File: src/rtl/seqgen_pkg.sv
// Shared types and sizing helpers for the serial pattern generator.
package seqgen_pkg;

    typedef enum logic [1:0] {
        IDLE  = 2'd0,
        SHIFT = 2'd1,
        GAP   = 2'd2
    } state_t;

    function automatic int len_w(input int pat_w);
        return $clog2(pat_w + 1);
    endfunction

    function automatic int idx_w(input int pat_w);
        return $clog2(pat_w);
    endfunction

    // Zero or over-long lengths fall back to the full pattern width.
    function automatic int sat_len(input int len, input int pat_w);
        return (len == 0 || len > pat_w) ? pat_w : len;
    endfunction

endpackage

File: src/rtl/seqgen_shreg.sv
// Parallel-load, MSB-out shift register; clear beats load beats shift, zeros shift in.
module seqgen_shreg #(
    parameter int PAT_W = 8
) (
    input  logic             clk,
    input  logic             rst_n,
    input  logic             i_clr,
    input  logic             i_load,
    input  logic             i_shift,
    input  logic [PAT_W-1:0] i_dat,
    output logic             o_msb
);

    logic [PAT_W-1:0] r_q;

    always_ff @(posedge clk or negedge rst_n) begin
        if (!rst_n) begin
            r_q <= '0;
        end else if (i_clr) begin
            r_q <= '0;
        end else if (i_load) begin
            r_q <= i_dat;
        end else if (i_shift) begin
            r_q <= {r_q[PAT_W-2:0], 1'b0};
        end
    end

    assign o_msb = r_q[PAT_W-1];

endmodule

File: src/rtl/sequence_pattern_generator.sv
// Serialises a captured pattern MSB-first, first bit the cycle after accept, one bit/clk, optional repeats.
// load_ready only in IDLE (not while abort); SEQGEN_GAP_EN inserts GAP_BITS zeros between repetitions.
module sequence_pattern_generator
    import seqgen_pkg::*;
#(
    parameter int PAT_W    = 8,
    parameter int CNT_W    = 4,
    parameter int GAP_BITS = 1
) (
    input  logic                       clk,
    input  logic                       rst,
    input  logic                       load_valid,
    output logic                       load_ready,
    input  logic [PAT_W-1:0]           pattern,
    input  logic [$clog2(PAT_W+1)-1:0] len,
    input  logic [CNT_W-1:0]           repeat_cnt,
    input  logic                       abort,
    output logic                       dout,
    output logic                       dout_valid,
    output logic                       frame_start,
    output logic                       done,
    output logic                       busy
);

    localparam int LEN_W = len_w(PAT_W);
    localparam int IDX_W = idx_w(PAT_W);

    if (PAT_W < 2 || GAP_BITS < 1) begin : g_bad_params
        $error("sequence_pattern_generator: PAT_W must be >= 2 and GAP_BITS >= 1");
    end

    state_t             r_state, w_state_nxt;
    logic [PAT_W-1:0]   r_pat;
    logic [IDX_W-1:0]   r_len_m1;
    logic [IDX_W-1:0]   r_idx, w_idx_nxt;
    logic [CNT_W-1:0]   r_rep, w_rep_nxt;
    logic               r_vld, w_vld_nxt;
    logic               r_fs, w_fs_nxt;
    logic               r_done, w_done_nxt;
`ifdef SEQGEN_GAP_EN
    localparam int GAP_W = (GAP_BITS > 1) ? $clog2(GAP_BITS) : 1;
    logic [GAP_W-1:0]   r_gap, w_gap_nxt;
`endif

    logic               w_accept;
    logic [LEN_W-1:0]   w_len_sat;
    logic [LEN_W-1:0]   w_shamt;
    logic [IDX_W-1:0]   w_len_m1;
    logic [PAT_W-1:0]   w_pat_algn;
    logic               w_sr_clr, w_sr_load, w_sr_shift, w_sr_msb;
    logic [PAT_W-1:0]   w_sr_dat;

    assign load_ready = (r_state == IDLE) && rst && !abort;
    assign w_accept   = load_valid && load_ready;

    // Left-align so the first bit to send sits at the MSB and unused bits fall off the top.
    assign w_len_sat  = LEN_W'(sat_len(int'(len), PAT_W));
    assign w_shamt    = LEN_W'(PAT_W) - w_len_sat;
    assign w_len_m1   = IDX_W'(w_len_sat - LEN_W'(1));
    assign w_pat_algn = pattern << w_shamt;

    always_ff @(posedge clk or negedge rst) begin
        if (!rst) begin
            r_state <= IDLE;
        end else begin
            r_state <= w_state_nxt;
        end
    end

    always_comb begin
        w_state_nxt = r_state;
        case (r_state)
            IDLE: begin
                if (w_accept) w_state_nxt = SHIFT;
            end
            SHIFT: begin
                if (abort) begin
                    w_state_nxt = IDLE;
                end else if (r_idx == '0) begin
                    if (r_rep == '0) w_state_nxt = IDLE;
`ifdef SEQGEN_GAP_EN
                    else w_state_nxt = GAP;
`endif
                end
            end
`ifdef SEQGEN_GAP_EN
            GAP: begin
                if (abort)              w_state_nxt = IDLE;
                else if (r_gap == '0)   w_state_nxt = SHIFT;
            end
`endif
            default: w_state_nxt = IDLE;
        endcase
    end

    // Outputs are registered: this computes what the next cycle shows.
    always_comb begin
        w_sr_clr   = 1'b0;
        w_sr_load  = 1'b0;
        w_sr_shift = 1'b0;
        w_sr_dat   = r_pat;
        w_idx_nxt  = r_idx;
        w_rep_nxt  = r_rep;
        w_vld_nxt  = 1'b0;
        w_fs_nxt   = 1'b0;
        w_done_nxt = 1'b0;
`ifdef SEQGEN_GAP_EN
        w_gap_nxt  = r_gap;
`endif
        case (r_state)
            IDLE: begin
                if (w_accept) begin
                    w_sr_load  = 1'b1;
                    w_sr_dat   = w_pat_algn;
                    w_idx_nxt  = w_len_m1;
                    w_rep_nxt  = repeat_cnt;
                    w_vld_nxt  = 1'b1;
                    w_fs_nxt   = 1'b1;
                    w_done_nxt = (w_len_m1 == '0) && (repeat_cnt == '0);
                end
            end
            SHIFT: begin
                if (abort) begin
                    w_sr_clr = 1'b1;
                end else begin
                    w_sr_shift = 1'b1;
                    if (r_idx != '0) begin
                        w_idx_nxt  = r_idx - IDX_W'(1);
                        w_vld_nxt  = 1'b1;
                        w_done_nxt = (r_idx == IDX_W'(1)) && (r_rep == '0);
                    end else if (r_rep != '0) begin
                        w_rep_nxt = r_rep - CNT_W'(1);
                        w_vld_nxt = 1'b1;
`ifdef SEQGEN_GAP_EN
                        w_gap_nxt = GAP_W'(GAP_BITS - 1);
`else
                        w_sr_load  = 1'b1;
                        w_idx_nxt  = r_len_m1;
                        w_fs_nxt   = 1'b1;
                        w_done_nxt = (r_len_m1 == '0) && (r_rep == CNT_W'(1));
`endif
                    end
                end
            end
`ifdef SEQGEN_GAP_EN
            GAP: begin
                if (abort) begin
                    w_sr_clr = 1'b1;
                end else if (r_gap != '0) begin
                    w_gap_nxt = r_gap - GAP_W'(1);
                    w_vld_nxt = 1'b1;
                end else begin
                    w_sr_load  = 1'b1;
                    w_idx_nxt  = r_len_m1;
                    w_vld_nxt  = 1'b1;
                    w_fs_nxt   = 1'b1;
                    w_done_nxt = (r_len_m1 == '0) && (r_rep == '0);
                end
            end
`endif
            default: w_sr_clr = 1'b1;
        endcase
    end

    always_ff @(posedge clk or negedge rst) begin
        if (!rst) begin
            r_pat    <= '0;
            r_len_m1 <= '0;
            r_idx    <= '0;
            r_rep    <= '0;
            r_vld    <= 1'b0;
            r_fs     <= 1'b0;
            r_done   <= 1'b0;
`ifdef SEQGEN_GAP_EN
            r_gap    <= '0;
`endif
        end else begin
            if (w_accept) begin
                r_pat    <= w_pat_algn;
                r_len_m1 <= w_len_m1;
            end
            r_idx  <= w_idx_nxt;
            r_rep  <= w_rep_nxt;
            r_vld  <= w_vld_nxt;
            r_fs   <= w_fs_nxt;
            r_done <= w_done_nxt;
`ifdef SEQGEN_GAP_EN
            r_gap  <= w_gap_nxt;
`endif
        end
    end

    seqgen_shreg #(
        .PAT_W (PAT_W)
    ) u_shreg (
        .clk     (clk),
        .rst_n   (rst),
        .i_clr   (w_sr_clr),
        .i_load  (w_sr_load),
        .i_shift (w_sr_shift),
        .i_dat   (w_sr_dat),
        .o_msb   (w_sr_msb)
    );

    assign dout        = w_sr_msb;
    assign dout_valid  = r_vld;
    assign frame_start = r_fs;
    assign done        = r_done;
    assign busy        = (r_state != IDLE);

endmodule

File: config.mk
export PLATFORM = sky130hd
export DESIGN_NAME = sequence_pattern_generator
export DESIGN_NICKNAME = d
export VERILOG_FILES = /design/src/rtl/seqgen_pkg.sv /design/src/rtl/seqgen_shreg.sv /design/src/rtl/sequence_pattern_generator.sv
export SDC_FILE = /design/constraint.sdc
export NUM_CORES = 1
export LEC_CHECK = 0
export ABC_AREA = 1
export CORE_ASPECT_RATIO = 2
export CORE_MARGIN = 3
export CORE_UTILIZATION = 55
export CTS_BUF_LIST = sky130_fd_sc_hd__clkbuf_4 sky130_fd_sc_hd__clkbuf_8
export DETAILED_ROUTE_END_ITERATION = 10
export GPL_ROUTABILITY_DRIVEN = 0
export HOLD_SLACK_MARGIN = 0.06
export PLACE_DENSITY = 0.87
export SYNTH_ARGS = -nofsm -noshare
export SYNTH_HDL_FRONTEND = slang
export SYNTH_HIERARCHICAL = 1
export SYNTH_SLANG_ARGS = --single-unit
File: constraint.sdc
create_clock -name clk -period 2 [get_ports clk]
set_input_delay 0.4 -clock clk [delete_from_list [all_inputs] [get_ports clk]]
set_output_delay 0.4 -clock clk [all_outputs]
set_load 0.1 [all_outputs]
==> results.yml, run 1 <==
outcome:
  status: "finished, final reports clean"
final_layout:
  layout.nets: 374
  layout-drive-gt1-share: 0.1787
  final_cells: 395
  syn_to_final_growth_pct: 27.60
  diodes: 0
route:
  ant_nets: 0
  met3_length_um: 235
  avgRoutedWirePerCell_um: 12.86
  first_iter_violations: 59
  via_per_inst: 5.281
  routed.top_layer: "met4"
  drc_errors: 0
  wl_met1_mm: 1.788
  routed_wl_mm: 5.079
  met2WireLength_mm: 2.793
  drtPass1Iterations: 4
  via_count: 2086
power:
  swShare: 0.4478
  p_clk_frac: 0.180
  peakVddDrop_v: 0.0008084
  power.leakage_uw: 0.001459
  pwr_density_cell_mw_per_mm2: 1200
  p_comb_frac: 0.499
  p_sw_uw: 1417
  intPower_uw: 1748
  power_uw: 3165
  p_seq_frac: 0.321
logic_synthesis:
  yosysWarnings: 6
  synthXorXnorAreaFrac: 0
  async_reset_ff_frac: 1.000
  synth.area.top_cells: "dfrtp_1 36%, nand2_1 21%, nand3_1 11%"
  synthAdderAreaFrac: 0.04843
  synth-compound-area-share: 0.06114
  synth_commonest_cells: "116 x nand2_1, 47 x nand3_1, 40 x inv_1"
  syn_nets: 327
  synth_cells: 299
  yosysSeqAreaShare: 0.3632
  yosysMostFrequentCell: "nand2_1"
  synth_seq_cells: 30
  synth_area_mm2: 0.002067
  synth-simple-area-share: 0.4189
  synth_top_cell_by_area: "dfrtp_1"
  postSynthAreaPerCell_um2: 6.913
  muxShareOfSynthArea: 0
  yosys.area.top_type_share: 0.3632
  yosysUniqueCellTypes: 26
  synth_top_family_by_area: "simple AND/OR/NAND/NOR gates"
  synthFlopType: "dfrtp_1"
  synth_edf_count: 0
placed_design:
  portBuffers: 25
  post-place-cells: 387
  dp_hpwl_mm: 3.630
setup_path:
  crit_chain: "clkdlybuf4s50_1 > nand2_2 > ha_2 > inv_1 > nand3_1 > nand2_2 > nor2_2 > nand2_1 > nand3_1 > nand3_1 > nand2_1 > nand2_1 > inv_1"
  critPathTopFamily: "simple AND/OR/NAND/NOR gates"
  r2r_setup_slack_ns: 0.25
  cp_num_buf_inv: 3
  critPathLaunchType: "input port"
  critPathLaunch: "len[1]"
  cp-end-kind: "flip-flop"
  r2r-start: "r_state[0]$_DFFE_PN0P_"
  critPathKind: "in2reg"
  slowest_delay_ns: 0.47
  arrival_ns: 2.05
  cpMaxStageDelayCell: "clkdlybuf4s50_1"
  required_ns: 2.17
  critical_path_peak_fanout: 4
clock_tree:
  cts_buffers: 5
  worstSkewPairLatency_ns: 0.28
  cts_buffer_depth: 2
  cts.sinks: 30
  root_buffer: "clkbuf_8"
  hold_buffers: 0
  cts-resized-gates: 0
  h-tree-depth: 2
  path_clk_slew_ns: 0.06
  cts_tree: "built"
  post-cts-setup-buffers: 0
sta:
  worst_pin_slew_ns: 0.3857
  maxSlewHeadroom: 0.7429
  finalHoldViolations: 0
  fin_skew_ns: 0.004993
  fmax_mhz: 531.1
  finalCritPeriodShare: 0.9415
  slew_viol_final: 0
  min_period_ns: 1.883
  setup_violations: 0
global_route:
  grt_use_total: 0.2286
  grt_pass1_vias: 2100
  grt_overflow: 0
  antenna_found_initial: 0
  grt_pass1_wl_mm: 8.231
  grt_max_degree: 31
floorplanning:
  dieArea_mm2: 0.004575
  die_w_um: 49.35
  rows: 30
  die_h_um: 92.70
  core_region_area_mm2: 0.003491
  io_pins: 26
  initial_core_util: 0.5921
worst_hold_path:
  hold_path_class: "reg2reg"
  hp-start: "r_pat[5]$_DFF_PN0_"
flow_run:
  maxCapViolations: 0
==> final timing paths <==
path / endpoint / cells past startpoint
worst max-delay path: u_shreg/r_q[6]$_DFFE_PN0P_ / 13
worst min-delay path: r_pat[5]$_DFF_PN0_ / 2
worst max register to register: u_shreg/r_q[6]$_DFFE_PN0P_ / 9
worst min register to register: r_pat[5]$_DFF_PN0_ / 2
max in group asynchronous: r_state[0]$_DFFE_PN0P_ / 2
min in group asynchronous: r_rep[3]$_DFFE_PN0P_ / 2
==> layer usage <==
metal  global-route usage  vias to the layer above
li1                     -                     1031
met1               0.2108                      953
met2               0.4339                       74
met3              0.03382                       28
met4               0.1639                        0
met5                    0                        -
==> power by group through the flow <==
stage          clock (uW)  combinational, uW  sequential (uW)
3_5_place_dp            0               1530             1020
4_1_cts               578               1550             1010
2_1_floorplan           0                970             1180
3_3_place_gp            0               1490             1010
5_1_grt               604               1760             1040
6_report              570               1580             1020
==> worst min-delay path: stages (launching register included) <==
cell,delay (ns)
dfrtp_1,0.32
nand2_1,0.06
nand2_1,0.06
==> flip-flops by register name, indices dropped and copies added (netlist names) <==
register / count
done: 1
dout_valid: 1
frame_start: 1
r_idx: 3
r_len_m1: 3
r_pat: 8
r_rep: 4
r_state: 1
u_shreg/r_q: 8
==> metrics by stage <==
stage | setup TNS [ns] | cell area (um^2) | hold slack (ns) | utilization | setup WS [ns]
floorplan | 0 | 2068 | 0.1044 | - | 0.01684
global placement | -0.8826 | 2495 | 0.4569 | 0.7147 | -0.1577
detailed placement | -1.732 | 2495 | 0.4607 | 0.7147 | -0.2155
CTS | 0 | 2605 | 0.4771 | 0.7462 | 0.01512
global route | -0.01930 | 2638 | 0.4999 | 0.7556 | -0.01930
finish | 0 | 2638 | 0.4723 | 0.7556 | 0.1171
==> cells in the final DEF (no fill, tap or decap), types with 3 or more instances in the layout <==
| cell | instances |
|---|---|
| ha_1 | 6 |
| buf_4 | 25 |
| clkdlybuf4s50_1 | 17 |
| nand2_1 | 115 |
| nand3_1 | 47 |
| nor2_4 | 3 |
| nor2_2 | 3 |
| nand2_2 | 4 |
| inv_1 | 40 |
| dfrtp_1 | 29 |
| o21ai_0 | 15 |
| clkbuf_8 | 8 |
| inv_2 | 3 |
| nor2_1 | 7 |
==> cell type report <==
cell class                      instances  area, um^2
Sequential cell                        30       752.0
Tap cell                               48       60.06
Inverter                               45       172.7
Fill cell                             260       853.3
Multi-Input combinational cell        218        1120
Clock buffer                            8       110.1
Timing Repair Buffer                   46       422.9
==> logic make-up (layout without fill, tap and decap cells) <==
group	Yosys count	count (layout)
adders and majority gates	8	8
buffers and inverters	51	99
DFF	30	30
AOI/OAI and AO/OA	21	21
and+or+nand+nor	189	189
(Power assumes the default switching activity.)
==> run 2, diff against run 1 <==
--- a/config.mk
+++ b/config.mk
@@ -5,7 +5,6 @@
 export SDC_FILE = /design/constraint.sdc
 export NUM_CORES = 1
 export LEC_CHECK = 0
-export ABC_AREA = 1
 export CORE_ASPECT_RATIO = 2
 export CORE_MARGIN = 3
 export CORE_UTILIZATION = 55
@@ -13,7 +12,8 @@
 export DETAILED_ROUTE_END_ITERATION = 10
 export GPL_ROUTABILITY_DRIVEN = 0
 export HOLD_SLACK_MARGIN = 0.06
-export PLACE_DENSITY = 0.87
+export PLACE_DENSITY = 0.88
+export SETUP_SLACK_MARGIN = 0.02
 export SYNTH_ARGS = -nofsm -noshare
 export SYNTH_HDL_FRONTEND = slang
 export SYNTH_HIERARCHICAL = 1
==> constraint.sdc (replaced) <==
create_clock -name clk -period 1.75 [get_ports clk]
set_input_delay 0.35 -clock clk [delete_from_list [all_inputs] [get_ports clk]]
set_output_delay 0.35 -clock clk [all_outputs]
set_load 0.1 [all_outputs]
==> run 2 against run 1 <==
Against the previous run: the run now ends with negative setup slack left; wire length grew 43%; clock power grew 15%; largest power group unchanged; synthesized cell count down 37%; sequential share of layout area is 2.9 points lower; cell count down 25%.
==> results.yml, run 2 <==
floorplanning:
  rows: 29
  io_pins: 26
  die_w_um: 47.40
  initial_core_util: 0.5839
  die_h_um: 88.81
  core_region_area_mm2: 0.003229
  dieArea_mm2: 0.004209
clock_tree:
  cts.sinks: 30
  cts_tree: "built"
  hold_buffers: 0
  root_buffer: "clkbuf_8"
  cts_buffers: 5
  cts_buffer_depth: 2
  path_clk_slew_ns: 0.06
  h-tree-depth: 2
  worstSkewPairLatency_ns: 0.28
power:
  pwr_density_cell_mw_per_mm2: 1048
  power.leakage_uw: 0.001330
  peakVddDrop_v: 0.001132
  power_uw: 3084
setup_path:
  cp-end-kind: "flip-flop"
  required_ns: 1.96
  ff2ff_path_depth: 7
  cpMaxStageDelayCell: "or3b_4"
  critPathKind: "reg2reg"
  arrival_ns: 2.26
  critPathLaunchType: "flip-flop"
  critical_path_peak_fanout: 6
  crit_top_cell: "or3b_4"
  crit_chain: "inv_2 > ha_4 > or3b_4 > a31oi_4 > inv_4 > or3b_4 > a21oi_2"
  slowest_delay_ns: 0.41
outcome:
  violations: "negative setup slack"
  status: "complete, but fails checks"
sta:
  min_period_ns: 2.048
  worst_pin_slew_ns: 0.4639
  fmax_mhz: 488.2
  slew_viol_final: 0
  fin_ws_ns: -0.2985
  fin_skew_ns: 0.006493
  setup_violations: 12
  finalHoldViolations: 0
  finalCritPeriodShare: 1.171
  rsz0062_at_grt: "true"
  whs_ns: 0.5029
  maxSlewHeadroom: 0.6868
  tns_ns: -2.728
worst_hold_path:
  hold_path_class: "in2async"
logic_synthesis:
  synth_cells: 188
  synth_seq_cells: 30
  yosysWarnings: 6
  yosysMostFrequentCell: "dfrtp_1"
  synthXorXnorAreaFrac: 0.01393
  postSynthAreaPerCell_um2: 10.03
  syn_nets: 216
  synth-simple-area-share: 0.1719
  synth_top_family_by_area: "compound AO/OA/AOI/OAI gates"
  synth_commonest_cells: "30 x dfrtp_1, 14 x nand2_1, 13 x mux2i_1"
  yosysUniqueCellTypes: 44
  synth_top_cell_by_area: "dfrtp_1"
  yosys.area.top_type_share: 0.3981
  async_reset_ff_frac: 1.000
  synth_edf_count: 0
  muxShareOfSynthArea: 0.1188
  synth_area_mm2: 0.001886
  synthAdderAreaFrac: 0.05309
  synth-compound-area-share: 0.1924
  yosysSeqAreaShare: 0.3981
  synthFlopType: "dfrtp_1"
  synth.area.top_cells: "dfrtp_1 40%, mux2i_1 6.9%, ha_1 5.3%"
global_route:
  grt_pass1_vias: 2115
  grt_overflow: 0
  grt_pass1_wl_mm: 10.24
  grt_use_total: 0.3481
  grt_max_degree: 31
  antenna_found_initial: 0
route:
  via_count: 2046
  first_iter_violations: 143
  drc_errors: 0
  avgRoutedWirePerCell_um: 24.34
  drtPass1Iterations: 5
  ant_nets: 0
  via_per_inst: 6.866
  routed_wl_mm: 7.252
final_layout:
  layout-drive-gt1-share: 0.4270
  diodes: 0
  final_common_cell: "buf_4"
  top_regs: "r_pat (8), u_shreg/r_q (8), r_rep (4)"
  multiInputGateArea_mm2: 0.001261
  register_area_um2: 754.5
  syn_to_final_growth_pct: 56.14
  layout.nets: 294
  utilization: 0.9117
  final_cell_mix: "51 x buf_4, 29 x dfrtp_1, 13 x nand2_1, 13 x clkdlybuf4s50_1, 12 x mux2i_1"
  nFillCells: 114
  final_cells: 298
flow_run:
  maxCapViolations: 0
placed_design:
  post-place-cells: 281
  dp_hpwl_mm: 4.232
  portBuffers: 25
[run 2: per-stage QoR]
step / worst slack [ns] / area [um^2]
2_1_floorplan: -0.2662 / 2027
4_1_cts: -0.1928 / 2869
6_report: -0.2985 / 2944
5_1_grt: -0.4263 / 2944
3_3_place_gp: -0.6819 / 2658
3_5_place_dp: -0.8119 / 2658
[run 2: per-layer routing]
layer	GRT usage	vias to the layer above	routed length, um
met5	0	-	0
met3	0.08350	49	552
li1	-	852	-
met4	0.2343	0	422
met2	0.5917	142	3915
met1	0.3485	1003	2361
[run 2: worst paths after layout]
path	from	to	slack, ns
max	r_rep[1]$_DFFE_PN0P_	u_shreg/r_q[0]$_DFFE_PN0P_	-0.30
min	rst	r_pat[0]$_DFF_PN0_	0.50
max reg2reg	r_rep[1]$_DFFE_PN0P_	u_shreg/r_q[0]$_DFFE_PN0P_	-0.30
min reg2reg	r_pat[2]$_DFF_PN0_	r_pat[2]$_DFF_PN0_	0.51
max in group asynchronous	rst	r_state[0]$_DFFE_PN0P_	0.93
min in group clk	r_pat[2]$_DFF_PN0_	r_pat[2]$_DFF_PN0_	0.51
[run 2: timing repair]
item	CTS	global route
gates resized for setup	28	15
buffers inserted	3	6
endpoints found under the setup margin	28	21
pin swaps	9	5
gates cloned	1	0
[run 2: area by class of cell]
cell class | count | share of cell area
repair inverters | 1 | 0.002550
well taps | 31 | 0.01317
repair buffers | 79 | 0.2461
multi-input cells | 139 | 0.4284
clock buffers | 8 | 0.03740
inverters | 10 | 0.01615
flip-flops and latches | 30 | 0.2563
[run 2: cells by family (layout without fill, tap and decap cells)]
group,Yosys count,in the layout
adders and majority gates,8,8
xor gates and xnor gates,3,3
and+or+nand+nor,58,58
DFF,30,30
muxes,17,17
AOI/OAI and AO/OA,53,53
buffers and inverters,19,98
[run 2: power breakdown]
group / total [uW] / internal, uW / switching (uW)
clock: 653 / 397 / 256
sequential: 1010 / 871 / 136
combinational: 1420 / 669 / 755
[run 2: critical path: cells and delay by family, from the launching register on]
kind / cells / cell delay (ns)
AOI/OAI and AO/OA: 2 / 0.44
adders and majority gates: 1 / 0.14
buffers and inverters: 2 / 0.18
DFF: 1 / 0.40
and+or+nand+nor: 2 / 0.81
==> run 3, diff against run 2 <==
--- a/config.mk
+++ b/config.mk
@@ -12,8 +12,9 @@
 export DETAILED_ROUTE_END_ITERATION = 10
 export GPL_ROUTABILITY_DRIVEN = 0
 export HOLD_SLACK_MARGIN = 0.06
+export MAX_ROUTING_LAYER = met4
 export PLACE_DENSITY = 0.88
-export SETUP_SLACK_MARGIN = 0.02
+export SETUP_SLACK_MARGIN = 0.2
 export SYNTH_ARGS = -nofsm -noshare
 export SYNTH_HDL_FRONTEND = slang
 export SYNTH_HIERARCHICAL = 1
==> run 3 against run 2 <==
Against the previous run: the run now fails in 5_1_grt; area after synthesis is the same; synthesized cell count is the same.
==> results.yml, run 3 <==
outcome:
  lastStage: "5_1_grt"
  error_line: "[ERROR DPL-0038] Utilization greater than 100%, impossible to legalize"
  status: "did not finish"
floorplanning:
  initial_core_util: 0.5839
  io_pins: 26
  die_h_um: 88.81
  die_w_um: 47.40
  rows: 29
logic_synthesis:
  synth_area_mm2: 0.001886
  yosys.area.top_type_share: 0.3981
  async_reset_ff_frac: 1.000
  yosysSeqAreaShare: 0.3981
  syn_nets: 216
  synth_seq_cells: 30
  synth_top_cell_by_area: "dfrtp_1"
  yosysMostFrequentCell: "dfrtp_1"
  yosysWarnings: 6
  synth_cells: 188
  postSynthAreaPerCell_um2: 10.03
  synth_commonest_cells: "30 x dfrtp_1, 14 x nand2_1, 13 x mux2i_1"
  synth_edf_count: 0
  yosysUniqueCellTypes: 44
  synth.area.top_cells: "dfrtp_1 40%, mux2i_1 6.9%, ha_1 5.3%"
  synthFlopType: "dfrtp_1"
clock_tree:
  root_buffer: "clkbuf_8"
  hold_buffers: 0
  h-tree-depth: 2
  cts.sinks: 30
  cts_buffer_depth: 2
  cts_buffers: 5
sta:
  postGrtWorstEndpoint: "u_shreg/r_q[0]$_DFFE_PN0P_/D"
  endpoint_type: "register input"
placed_design:
  dp_hpwl_mm: 4.320
  portBuffers: 25
  pre_cts_ws_ns: -0.7774
global_route:
  grt_max_degree: 29
run 3: stage by stage:
stage                     std cells  area (um^2)
after floorplan                 188         2066
after global placement          283         2695
after detailed placement        283         2695
after CTS                       307         3122
run 3: logic make-up after synthesis:
family,Yosys count,synth area share
XOR/XNOR,3,0.01394
multiplexers,17,0.1188
AND/OR/NAND/NOR,58,0.1719
adder cells (fa/ha/maj),8,0.05309
AO/OA/AOI/OAI,53,0.1924
flip-flops,30,0.3981
buffers and inverters,19,0.05176
run 3: what timing repair did:
action / CTS
pin swaps: 28
endpoints found under the setup margin: 30
gates resized for setup: 56
setup buffers: 16
==> run 4, diff against run 3 <==
==> config.mk (replaced) <==
export PLATFORM = sky130hd
export DESIGN_NAME = sequence_pattern_generator
export DESIGN_NICKNAME = d
export VERILOG_FILES = /design/src/rtl/seqgen_pkg.sv /design/src/rtl/seqgen_shreg.sv /design/src/rtl/sequence_pattern_generator.sv
export SDC_FILE = /design/constraint.sdc
export NUM_CORES = 1
export LEC_CHECK = 0
export CORE_MARGIN = 3
export CORE_UTILIZATION = 40
export DETAILED_ROUTE_END_ITERATION = 10
export GPL_ROUTABILITY_DRIVEN = 0
export PLACE_DENSITY_LB_ADDON = 0.15
export SYNTH_ARGS = -nofsm -noshare
export SYNTH_HDL_FRONTEND = slang
export SYNTH_HIERARCHICAL = 1
export SYNTH_SLANG_ARGS = --single-unit
==> run 4 against run 3 <==
Against the previous run: the flow now finishes, with violations (negative setup slack).
==> results.yml, run 4 (synthesis gave the netlist of run 2 again) <==
outcome:
  status: "complete, but fails checks"
  violations: "negative setup slack"
route:
  routed_wl_mm: 5.196
  first_iter_violations: 86
  drc_errors: 0
  via_count: 1769
  ant_nets: 0
  avgRoutedWirePerCell_um: 16.04
  via_per_inst: 5.460
  drtPass1Iterations: 4
clock_tree:
  worstSkewPairLatency_ns: 0.28
  cts_tree: "built"
  path_clk_slew_ns: 0.07
  h-tree-depth: 2
  root_buffer: "clkbuf_8"
  cts.sinks: 30
  cts_buffers: 5
  cts_buffer_depth: 2
setup_path:
  slowest_delay_ns: 0.40
  cp.depth: 7
  cp_num_buf_inv: 2
  arrival_ns: 2.05
  critical_path_peak_fanout: 10
  critPathLaunchType: "flip-flop"
  ff2ff_path_depth: 7
  critPathKind: "reg2reg"
  critPathTopFamily: "simple AND/OR/NAND/NOR gates"
  required_ns: 1.97
  cpMaxStageDelayCell: "or3b_4"
  crit_chain: "inv_2 > ha_4 > or3b_4 > a31oi_4 > inv_4 > or3b_1 > a21oi_2"
  cp-end-kind: "flip-flop"
floorplanning:
  core_region_area_mm2: 0.004444
  io_pins: 26
  die_h_um: 74.66
  die_w_um: 74.66
  rows: 24
  initial_core_util: 0.4243
  dieArea_mm2: 0.005573
global_route:
  top_usage_layer: "met2"
  antenna_found_initial: 0
  grt_overflow: 0
  grt_max_degree: 25
  grt_util_met2: 0.3454
  grtUsageMet1: 0.2549
  grt_pass1_wl_mm: 8.556
  grt_use_total: 0.2011
  grtUsageMet3: 0.03204
  grt_pass1_vias: 1896
final_layout:
  multiInputGateArea_mm2: 0.001244
  layout-drive-gt1-share: 0.4228
  register_area_um2: 754.5
  top_regs: "r_pat (8), u_shreg/r_q (8), r_rep (4)"
  final_common_cell: "buf_4"
  diodes: 0
  nFillCells: 351
  syn_to_final_growth_pct: 59.99
  final_cell_mix: "54 x buf_4, 29 x dfrtp_1, 14 x nand2_1, 12 x clkdlybuf4s50_1, 11 x nor2b_1"
  layout.nets: 299
sta:
  fin_ws_ns: -0.08286
  min_period_ns: 1.833
  rsz0062_at_grt: "true"
  whs_ns: 0.2167
  worst_pin_slew_ns: 0.3110
  setup_violations: 4
  fin_skew_ns: 0.005435
  maxSlewHeadroom: 0.7868
  fmax_mhz: 545.6
  slew_viol_final: 0
  finalCritPeriodShare: 1.047
  finalHoldViolations: 0
power:
  peakVddDrop_v: 0.0005343
  power_uw: 2861
  power.leakage_uw: 0.001356
  pwr_density_cell_mw_per_mm2: 948.4
worst_hold_path:
  hold_path_class: "in2async"
placed_design:
  portBuffers: 25
  dp_hpwl_mm: 3.984
flow_run:
  maxCapViolations: 0
## run 4: worst paths after layout
| path | endpoint | slack, ns | startpoint |
|---|---|---|---|
| setup / recovery | u_shreg/r_q[0]$_DFFE_PN0P_ | -0.08 | r_rep[1]$_DFFE_PN0P_ |
| hold / removal | r_state[0]$_DFFE_PN0P_ | 0.22 | rst |
| setup reg to reg | u_shreg/r_q[0]$_DFFE_PN0P_ | -0.08 | r_rep[1]$_DFFE_PN0P_ |
| hold reg to reg | r_len_m1[1]$_DFFE_PN0P_ | 0.52 | r_len_m1[1]$_DFFE_PN0P_ |
| max in group asynchronous | r_pat[6]$_DFF_PN0_ | 1.10 | rst |
| min in group clk | r_len_m1[1]$_DFFE_PN0P_ | 0.52 | r_len_m1[1]$_DFFE_PN0P_ |
## run 4: through the flow
stage	TNS [ns]	instances	instance area, um^2	utilization	worst slack (ns)
global placement	-10.81	308	2744	0.6174	-0.6540
finish	-0.1958	324	3017	0.6788	-0.08286
detailed placement	-12.66	308	2744	0.6174	-0.7513
CTS	-0.2617	321	2954	0.6647	-0.09647
global route	-1.038	324	3017	0.6788	-0.1636
floorplan	-1.762	188	2016	-	-0.2662
## run 4: final cells by class
cell class / count / share of cell area
inverters: 10 / 0.01659
flip-flops and latches: 30 / 0.2501
repair buffers: 85 / 0.2679
clock inverters: 2 / 0.004148
clock buffers: 6 / 0.02737
multi-input cells: 139 / 0.4123
well taps: 52 / 0.02157
## run 4: worst register-to-register path: stages (launching register included)
cell     delay [ns]
dfrtp_1        0.39
inv_2          0.08
ha_4           0.13
or3b_4         0.40
a31oi_4        0.20
inv_4          0.08
or3b_1         0.37
a21oi_2        0.11
## run 4: what timing repair did
action                     CTS  global route
setup endpoints to repair   27            15
resized for setup           36            14
pin swaps                   13             3
buffers inserted             6             3
hold buffers                 0             0
## run 4: layer usage
layer  up-vias  routed length (um)
li1        863                   -
met1       854                2342
met2        42                2586
met3        10                 155
met4         0                 112
met5         -                   0
## run 4: report_power, final
| group | internal, uW | switching [uW] | leakage, uW |
|---|---|---|---|
| registers | 871 | 113 | 0.000370 |
| clock network | 316 | 266 | 0.0000472 |
| logic | 668 | 629 | 0.000939 |
| total | 1850 | 1010 | 0.00136 |
